--- config.mk ---
export PLATFORM = sky130hd
export DESIGN_NAME = timer_responder
export DESIGN_NICKNAME = d
export VERILOG_FILES = /design/src/rtl/timer_responder_pkg.sv /design/src/rtl/timer_responder.sv
export SDC_FILE = /design/constraint.sdc
export NUM_CORES = 1
export LEC_CHECK = 0
export BUFFER_PORTS_ARGS = -buffer_cell sky130_fd_sc_hd__buf_4
export CAP_MARGIN = 30
export CORE_MARGIN = 2
export CORE_UTILIZATION = 56
export CTS_CLUSTER_SIZE = 10
export DETAILED_ROUTE_END_ITERATION = 8
export PLACE_DENSITY = 0.92
export SLEW_MARGIN = 20
export SYNTH_ARGS = -nofsm -noshare
export SYNTH_HDL_FRONTEND = slang
export SYNTH_SLANG_ARGS = --single-unit
--- constraint.sdc ---
create_clock -name clk -period 3.04 [get_ports clk]
set_input_delay 0.152 -clock clk [delete_from_list [all_inputs] [get_ports clk]]
set_output_delay 0.152 -clock clk [all_outputs]
set_load 0.01 [all_outputs]
--- src/rtl/timer_responder_pkg.sv ---
// ---------------------------------------------------------------------------
// timer_responder_pkg
//
// Shared definitions for the memory-mapped countdown timer. The same package
// is imported by the bridge and the CPU address map, so the device base
// addresses and register offsets live here rather than in the timer itself.
//
// Contents:
//   state_t          2-bit FSM encoding (IDLE / LOAD / CNT / INT)
//   ADDR_*           word offsets within one device slot (address bits [3:2])
//   CTRL_*           bit positions inside the 4-bit CTRL register
//   MODE_*           countdown mode encodings
//   DEV0/DEV1_BASE   byte base addresses of the two timer slots
//   ctrl_word()      zero-extends CTRL to a 32-bit read value
//   is_reload()      decodes the auto-reload mode
// ---------------------------------------------------------------------------
package timer_responder_pkg;

    typedef enum logic [1:0] {
        ST_IDLE = 2'd0,
        ST_LOAD = 2'd1,
        ST_CNT  = 2'd2,
        ST_INT  = 2'd3
    } state_t;

    // Register word offsets (bridge address bits [3:2]); offset 3 is unused.
    localparam logic [1:0] ADDR_CTRL   = 2'd0;
    localparam logic [1:0] ADDR_PRESET = 2'd1;
    localparam logic [1:0] ADDR_COUNT  = 2'd2;

    // CTRL bit positions.
    localparam int CTRL_EN      = 0;
    localparam int CTRL_MODE_LO = 1;
    localparam int CTRL_MODE_HI = 2;
    localparam int CTRL_IM      = 3;

    // Mode encodings; 2'b10 and 2'b11 fall back to one-shot behaviour.
    localparam logic [1:0] MODE_ONESHOT = 2'b00;
    localparam logic [1:0] MODE_RELOAD  = 2'b01;

    // Byte base addresses of the two device slots behind the bridge.
    localparam logic [31:0] DEV0_BASE = 32'h0000_7F00;
    localparam logic [31:0] DEV1_BASE = 32'h0000_7F10;

    function automatic logic [31:0] ctrl_word(input logic [3:0] c);
        return {28'b0, c};
    endfunction

    // Only the exact reload encoding reloads; every other mode is one-shot.
    function automatic logic is_reload(input logic [1:0] m);
        return (m == MODE_RELOAD);
    endfunction

endpackage

--- src/rtl/timer_responder.sv ---
// ---------------------------------------------------------------------------
// timer_responder
//
// Device-side responder for one countdown-timer slot on the CPU-device
// bridge. Holds CTRL / PRESET / COUNT, runs a four-state countdown FSM and
// drives a level interrupt request.
//
// Ports:
//   clk      in   system clock, rising-edge
//   reset    in   asynchronous active-high reset, clears all state
//   Addr     in   [1:0] word offset: 0=CTRL, 1=PRESET, 2=COUNT, 3=unused
//   WE       in   write strobe for this slot
//   DataIn   in   [31:0] write data
//   DataOut  out  [31:0] read data, combinational from Addr
//   IRQ      out  interrupt request = CTRL.IM & irq_flag
// ---------------------------------------------------------------------------
module timer_responder
    import timer_responder_pkg::*;
(
    input  logic        clk,
    input  logic        reset,
    input  logic [1:0]  Addr,
    input  logic        WE,
    input  logic [31:0] DataIn,
    output logic [31:0] DataOut,
    output logic        IRQ
);

    state_t      state;
    state_t      state_nxt;

    logic [3:0]  ctrl;
    logic [31:0] preset;
    logic [31:0] count;
    logic        irq_flag;

    logic        en;
    logic [1:0]  mode;
    logic        im;
    logic        count_zero;

    logic        wr_ctrl;
    logic        wr_preset;

    // FSM action strobes
    logic        load_cnt;
    logic        dec_cnt;
    logic        set_irq;
    logic        clr_irq_fsm;
    logic        clr_en;

    assign en         = ctrl[CTRL_EN];
    assign mode       = ctrl[CTRL_MODE_HI:CTRL_MODE_LO];
    assign im         = ctrl[CTRL_IM];
    assign count_zero = (count == 32'd0);

    // Writes to COUNT (offset 2) and the unused offset 3 are simply not decoded.
    assign wr_ctrl    = WE && (Addr == ADDR_CTRL);
    assign wr_preset  = WE && (Addr == ADDR_PRESET);

    // -----------------------------------------------------------------------
    // FSM state register
    // -----------------------------------------------------------------------
    always_ff @(posedge clk or posedge reset) begin
        if (reset) begin
            state <= ST_IDLE;
        end else begin
            state <= state_nxt;
        end
    end

    // -----------------------------------------------------------------------
    // FSM next-state logic (sees register values from before the edge)
    // -----------------------------------------------------------------------
    always_comb begin
        state_nxt = state;
        case (state)
            ST_IDLE: begin
                if (en) begin
                    state_nxt = ST_LOAD;
                end
            end
            ST_LOAD: begin
                state_nxt = ST_CNT;
            end
            ST_CNT: begin
                if (!en) begin
                    state_nxt = ST_IDLE;
                end else if (count_zero) begin
                    state_nxt = ST_INT;
                end
            end
            ST_INT: begin
                state_nxt = is_reload(mode) ? ST_LOAD : ST_IDLE;
            end
            default: begin
                state_nxt = ST_IDLE;
            end
        endcase
    end

    // -----------------------------------------------------------------------
    // FSM output logic: per-state action strobes for the register file
    // -----------------------------------------------------------------------
    always_comb begin
        load_cnt    = 1'b0;
        dec_cnt     = 1'b0;
        set_irq     = 1'b0;
        clr_irq_fsm = 1'b0;
        clr_en      = 1'b0;
        case (state)
            ST_LOAD: begin
                load_cnt = 1'b1;
            end
            ST_CNT: begin
                // COUNT never wraps: decrement only while nonzero.
                if (en && !count_zero) begin
                    dec_cnt = 1'b1;
                end
                if (en && count_zero) begin
                    set_irq = 1'b1;
                end
            end
            ST_INT: begin
                // Reload mode drops the flag after one cycle; one-shot keeps
                // it and turns itself off.
                if (is_reload(mode)) begin
                    clr_irq_fsm = 1'b1;
                end else begin
                    clr_en = 1'b1;
                end
            end
            default: begin
            end
        endcase
    end

    // -----------------------------------------------------------------------
    // Register file
    // -----------------------------------------------------------------------
    always_ff @(posedge clk or posedge reset) begin
        if (reset) begin
            ctrl <= 4'd0;
        end else if (wr_ctrl) begin
            // A CPU write to CTRL takes priority over the FSM's Enable clear.
            ctrl <= DataIn[3:0];
        end else if (clr_en) begin
            ctrl[CTRL_EN] <= 1'b0;
        end
    end

    always_ff @(posedge clk or posedge reset) begin
        if (reset) begin
            preset <= 32'd0;
        end else if (wr_preset) begin
            // Only sampled at LOAD, so a write mid-count leaves COUNT alone.
            preset <= DataIn;
        end
    end

    always_ff @(posedge clk or posedge reset) begin
        if (reset) begin
            count <= 32'd0;
        end else if (load_cnt) begin
            count <= preset;
        end else if (dec_cnt) begin
            count <= count - 32'd1;
        end
    end

    always_ff @(posedge clk or posedge reset) begin
        if (reset) begin
            irq_flag <= 1'b0;
        end else if (set_irq) begin
            // The terminal-count event is never dropped by a coincident write.
            irq_flag <= 1'b1;
        end else if (wr_ctrl || wr_preset || clr_irq_fsm) begin
            irq_flag <= 1'b0;
        end
    end

    // -----------------------------------------------------------------------
    // Read mux and interrupt output
    // -----------------------------------------------------------------------
    always_comb begin
        DataOut = 32'd0;
        case (Addr)
            ADDR_CTRL:   DataOut = ctrl_word(ctrl);
            ADDR_PRESET: DataOut = preset;
            ADDR_COUNT:  DataOut = count;
            default:     DataOut = 32'd0;
        endcase
    end

    assign IRQ = im & irq_flag;

endmodule

# Yosys cells after proc, flatten, opt, wreduce, memory -nomap -nowiden
# Index checks and enable logic that the tools add are counted.
# Widths: inputs -> output; s select.
# totals
regBits	71
inputBits	37
wordCells	51
# op_classes
n_addsub	1
n_eq_ne	8
mux	21
bitwise	1
reduce_logical	14
# op_table
operator	count
$pmux 32 s3	1
$mux 32	2
$logic_not 32->1	1
$sub 32x1->32 const B	1
$mux 1	14
$pmux 2 s4	1
$eq 2x1->1 const B	3
$eq 2x2->1 const B	3
$mux 2	3
$reduce_bool 2->1	3
$logic_and 1x1->1	4
$logic_not 2->1	2
$ne 3x3->1 const B	1
$logic_or 1x1->1	2
$ne 2x2->1 const B	1
$reduce_and 2->1	1
$and 1x1->1	1
$logic_not 1->1	1

# Longest topological paths before layout
# depth
depth_word	7
mapped_depth	10

# Worst setup path after synthesis
# Ideal clock, no wire load.
# synth_timing
path_kind	register -> register
from	register count[7]
to	register count[13]
setup_time_ns	0.126
t_arrival_ns	2.547
stages_incl_launch_ff	9
path_buffers	2
slack_ns	0.367
path_cell_list	dfrtp_1 > or4_4 > or4_1 > buf_2 > or4_4 > nand2_4 > buf_6 > nor2_1 > a221o_1
# synth_between
elab_chain_len	6
word_cells_on_any_way	9
classes_between	add/sub (1); mux (4); reduce/logical (4)
# synth_lines
element	line_no	text
start, declared	timer_responder.sv:34	logic [31:0] count;
start signal, assigned	timer_responder.sv:165	count <= preset;
start signal, assigned	timer_responder.sv:167	count <= count - 32'd1;
parallel branches: the longest is 6 deep, another holds $sub 32x1->32	--	
# Parallel ways; which one is timed is not known. The select of a mux whose other input is x is not followed.
# A chain may end at the register's enable or synchronous reset.

# Worst setup path after layout
# Same ends and word-level chain as after synthesis.

==> metrics.yaml <==
r2r_slack_ns: 0.13
drive_above_1_share_pct: 32.9
max-vdd-ir-drop_uv: 312
cts_buffers: 9
hold_class: "primary input to flip-flop"
yosys.area.top_type: "dfrtp_1"
num_vias: 3448
total_power_w: 0.00366
initial_core_util_pct: 57.1
cts_root_buf: "clkbuf_8"
syn_inst: 379
register_area_sq_um: 1780
avgSynthCellArea_sq_um: 10.1
hold_viol_final: 0
clock_skew_ns: 0.00884
rsz0062_at_grt: "no"
setup-violations-final: 0
comb_power_share_pct: 38.0
antenna_cells: 0
yosys-top-cells-area: "dfrtp_1 46%, mux2_2 10%, a22o_1 6.4%"
core_sq_um: 6720
hold_start: "DataIn[7]"
dpl_worst_slack_ns: 0.0918
clk-insertion-delay-late_ns: 0.35
rr_worst_depth: 7
drv_slew: 0
synth_warnings: 0
timing.fmax_ghz: 0.343
die_h_um: 86.8
grtUsageTotal_pct: 28.2
r2r_end: "count[13]"
viasPerCell: 6.47
p_sw_w: 0.00143
min_path_cells: 2
critPathArrivalTime_ns: 3.20
min_period_ns: 2.91
start_kind: "flip-flop"
pwr-share-clk_pct: 18.1
drv_cap: 0
post_cts_buffers: 0
clock-sinks: 71
p_leak_nw: 2.04
grt_pass1_wl_mm: 16.6
wirelength_mm: 10.1
first_pass_iters: 6
fin_crit_sh_pct: 95.8
grt_pass1_vias: 3376
io_buffers: 69
critical_path_class: "flip-flop to flip-flop"
whs_endpoint: "preset[7]"
synth.cell_area_sq_um: 3830
drt-initial-drc-count: 294
relSlewSlack_pct: 49.5
ys_ff_latch: 71
layout_commonest_cell: "buf_4"
yosysUniqueCellTypes: 52
multi_input_area_sq_um: 1940
grt_start_max_net_pins: 35
worst_pin_slew_ns: 0.755
status: "completed"
rows: 30
dieArea_sq_um: 7530
layout_common_cells: "83 x buf_4, 71 x dfrtp_1, 36 x nand2_1"
synth_top_area_share_pct: 46.3
dpl.hpwl_mm: 6.78
wl_per_cell_um: 18.9
htree_levels: 3
nNetsFinal: 488
die_w_um: 86.8
clockBufferDepth: 2
syn_to_final_growth_pct: 21.0
final.setup.tns_ns: 0
nFillCells: 526
layout_setup_ws_ns: 0.128
grt_overflow_total: 0
reg2reg_from: "count[7]"
crit_path_end_kind: "flip-flop"
place_congestion: 0.901
p_seq_share_pct: 43.9
cts_tree: "built"
crit_required_ns: 3.33
postRouteAntennaNets: 0
cellPowerDensity_nw_per_um2: 788
drc: 0
p_sw_share_pct: 39.0
ios: 70
syn_nets: 417
cts.clk_slew.worst_paths_ns: 0.07
internal-power_w: 0.00223
antenna_found_initial: 0
ys_seq_area_share_pct: 46.3
cp_max_fo: 10
[stage by stage]
stage          std cells  hold slack [ns]  cell area (sq um)  util, %
2_1_floorplan        379            0.269               3830        -
3_5_place_dp         517            0.311               4450     66.3
3_3_place_gp         517            0.300               4450     66.3
5_1_grt              533           0.0212               4640     69.1
4_1_cts              532           0.0188               4630     68.9
6_report             533           0.0316               4640     69.1
[timing repair]
action                     CTS  global route
setup endpoints to repair    0             1
hold buffers                 1             0
hold endpoints to repair    32             0
resized for setup            0             1
[layer usage]
layer	vias to the layer above	routed length [um]	track usage, %
met5	-	0	0
met4	0	285	13.2
met3	29	712	5.81
met2	171	4900	44.3
met1	1692	4150	37.5
li1	1556	-	-
[power by group through the flow]
| stage | logic (W) | clock network, W | registers, W |
|---|---|---|---|
| final | 0.00139 | 0.000663 | 0.00161 |
| after global routing | 0.00152 | 0.000711 | 0.00165 |
| after CTS | 0.00137 | 0.000672 | 0.00159 |
| after detailed placement | 0.00135 | 0 | 0.00160 |
| after global placement | 0.00130 | 0 | 0.00158 |
| after floorplan | 0.000979 | 0 | 0.00149 |
[worst max-delay path: stages, from the launching register on]
cell	delay [ns]
dfrtp_1	0.44
or4_4	0.58
or4_1	0.56
or4_4	0.54
a21oi_2	0.23
buf_4	0.22
o2bb2ai_1	0.14
a221o_1	0.14
[registers in the layout, summed over array words and instances, names as in the netlist]
register and flops:
irq_flag 1, count 32, preset 32, ctrl 4
state 2
[worst max path at each step]
| stage | from | slack, ns | to |
|---|---|---|---|
| 3_5_place_dp | count[7] | 0.09 | count[13] |
| 2_1_floorplan | count[7] | 0.37 | count[13] |
| 5_1_grt | count[7] | 0.007 | count[12] |
| 3_3_place_gp | count[7] | 0.18 | count[13] |
| 4_1_cts | count[7] | 0.09 | count[13] |
| 6_report | count[7] | 0.13 | count[13] |
[kinds of logic (layout without fill, tap and decap cells)]
family	Yosys count	after routing	synth area share [%]
simple gates	132	132	18.2
compound gates	100	100	19.3
flops	71	71	46.3
mux	39	39	11.3
buf+inv	32	106	3.59
xor+xnor	4	4	0.913
fa+ha+maj	1	1	0.326
[cell usage after synthesis, drive strengths merged]
cell,number
nor4,9
or3,8
nor3b,3
a31oi,2
a221o,6
mux2i,4
mux2,35
a211oi,1
a22o,28
ha,1
clkbuf,16
o41ai,1
a21o,3
o211ai,9
and2,2
dfrtp,71
or3b,1
a22oi,1
nor2b,4
xnor2,4
nor3,14
inv,7
nor2,20
a221oi,1
nand3b,1
o2bb2ai,1
a211o,1
a21oi,9
nand4,2
o22ai,1
a32oi,2
or2,7
o311ai,7
a32o,1
nand2b,4
o31ai,1
nand2,37
and3,3
o21ai,25
or4,6
buf,9
nand3,11
[area by class of cell]
| cell class | count | area share [%] |
|---|---|---|
| clock buffers | 13 | 3.42 |
| clock inverters | 1 | 0.108 |
| inverters | 7 | 0.566 |
| multi-input cells | 276 | 41.7 |
| flip-flops and latches | 71 | 38.3 |
| well taps | 80 | 2.16 |
| repair buffers | 85 | 13.7 |
Note: power is estimated with default switching activity, not from simulation.
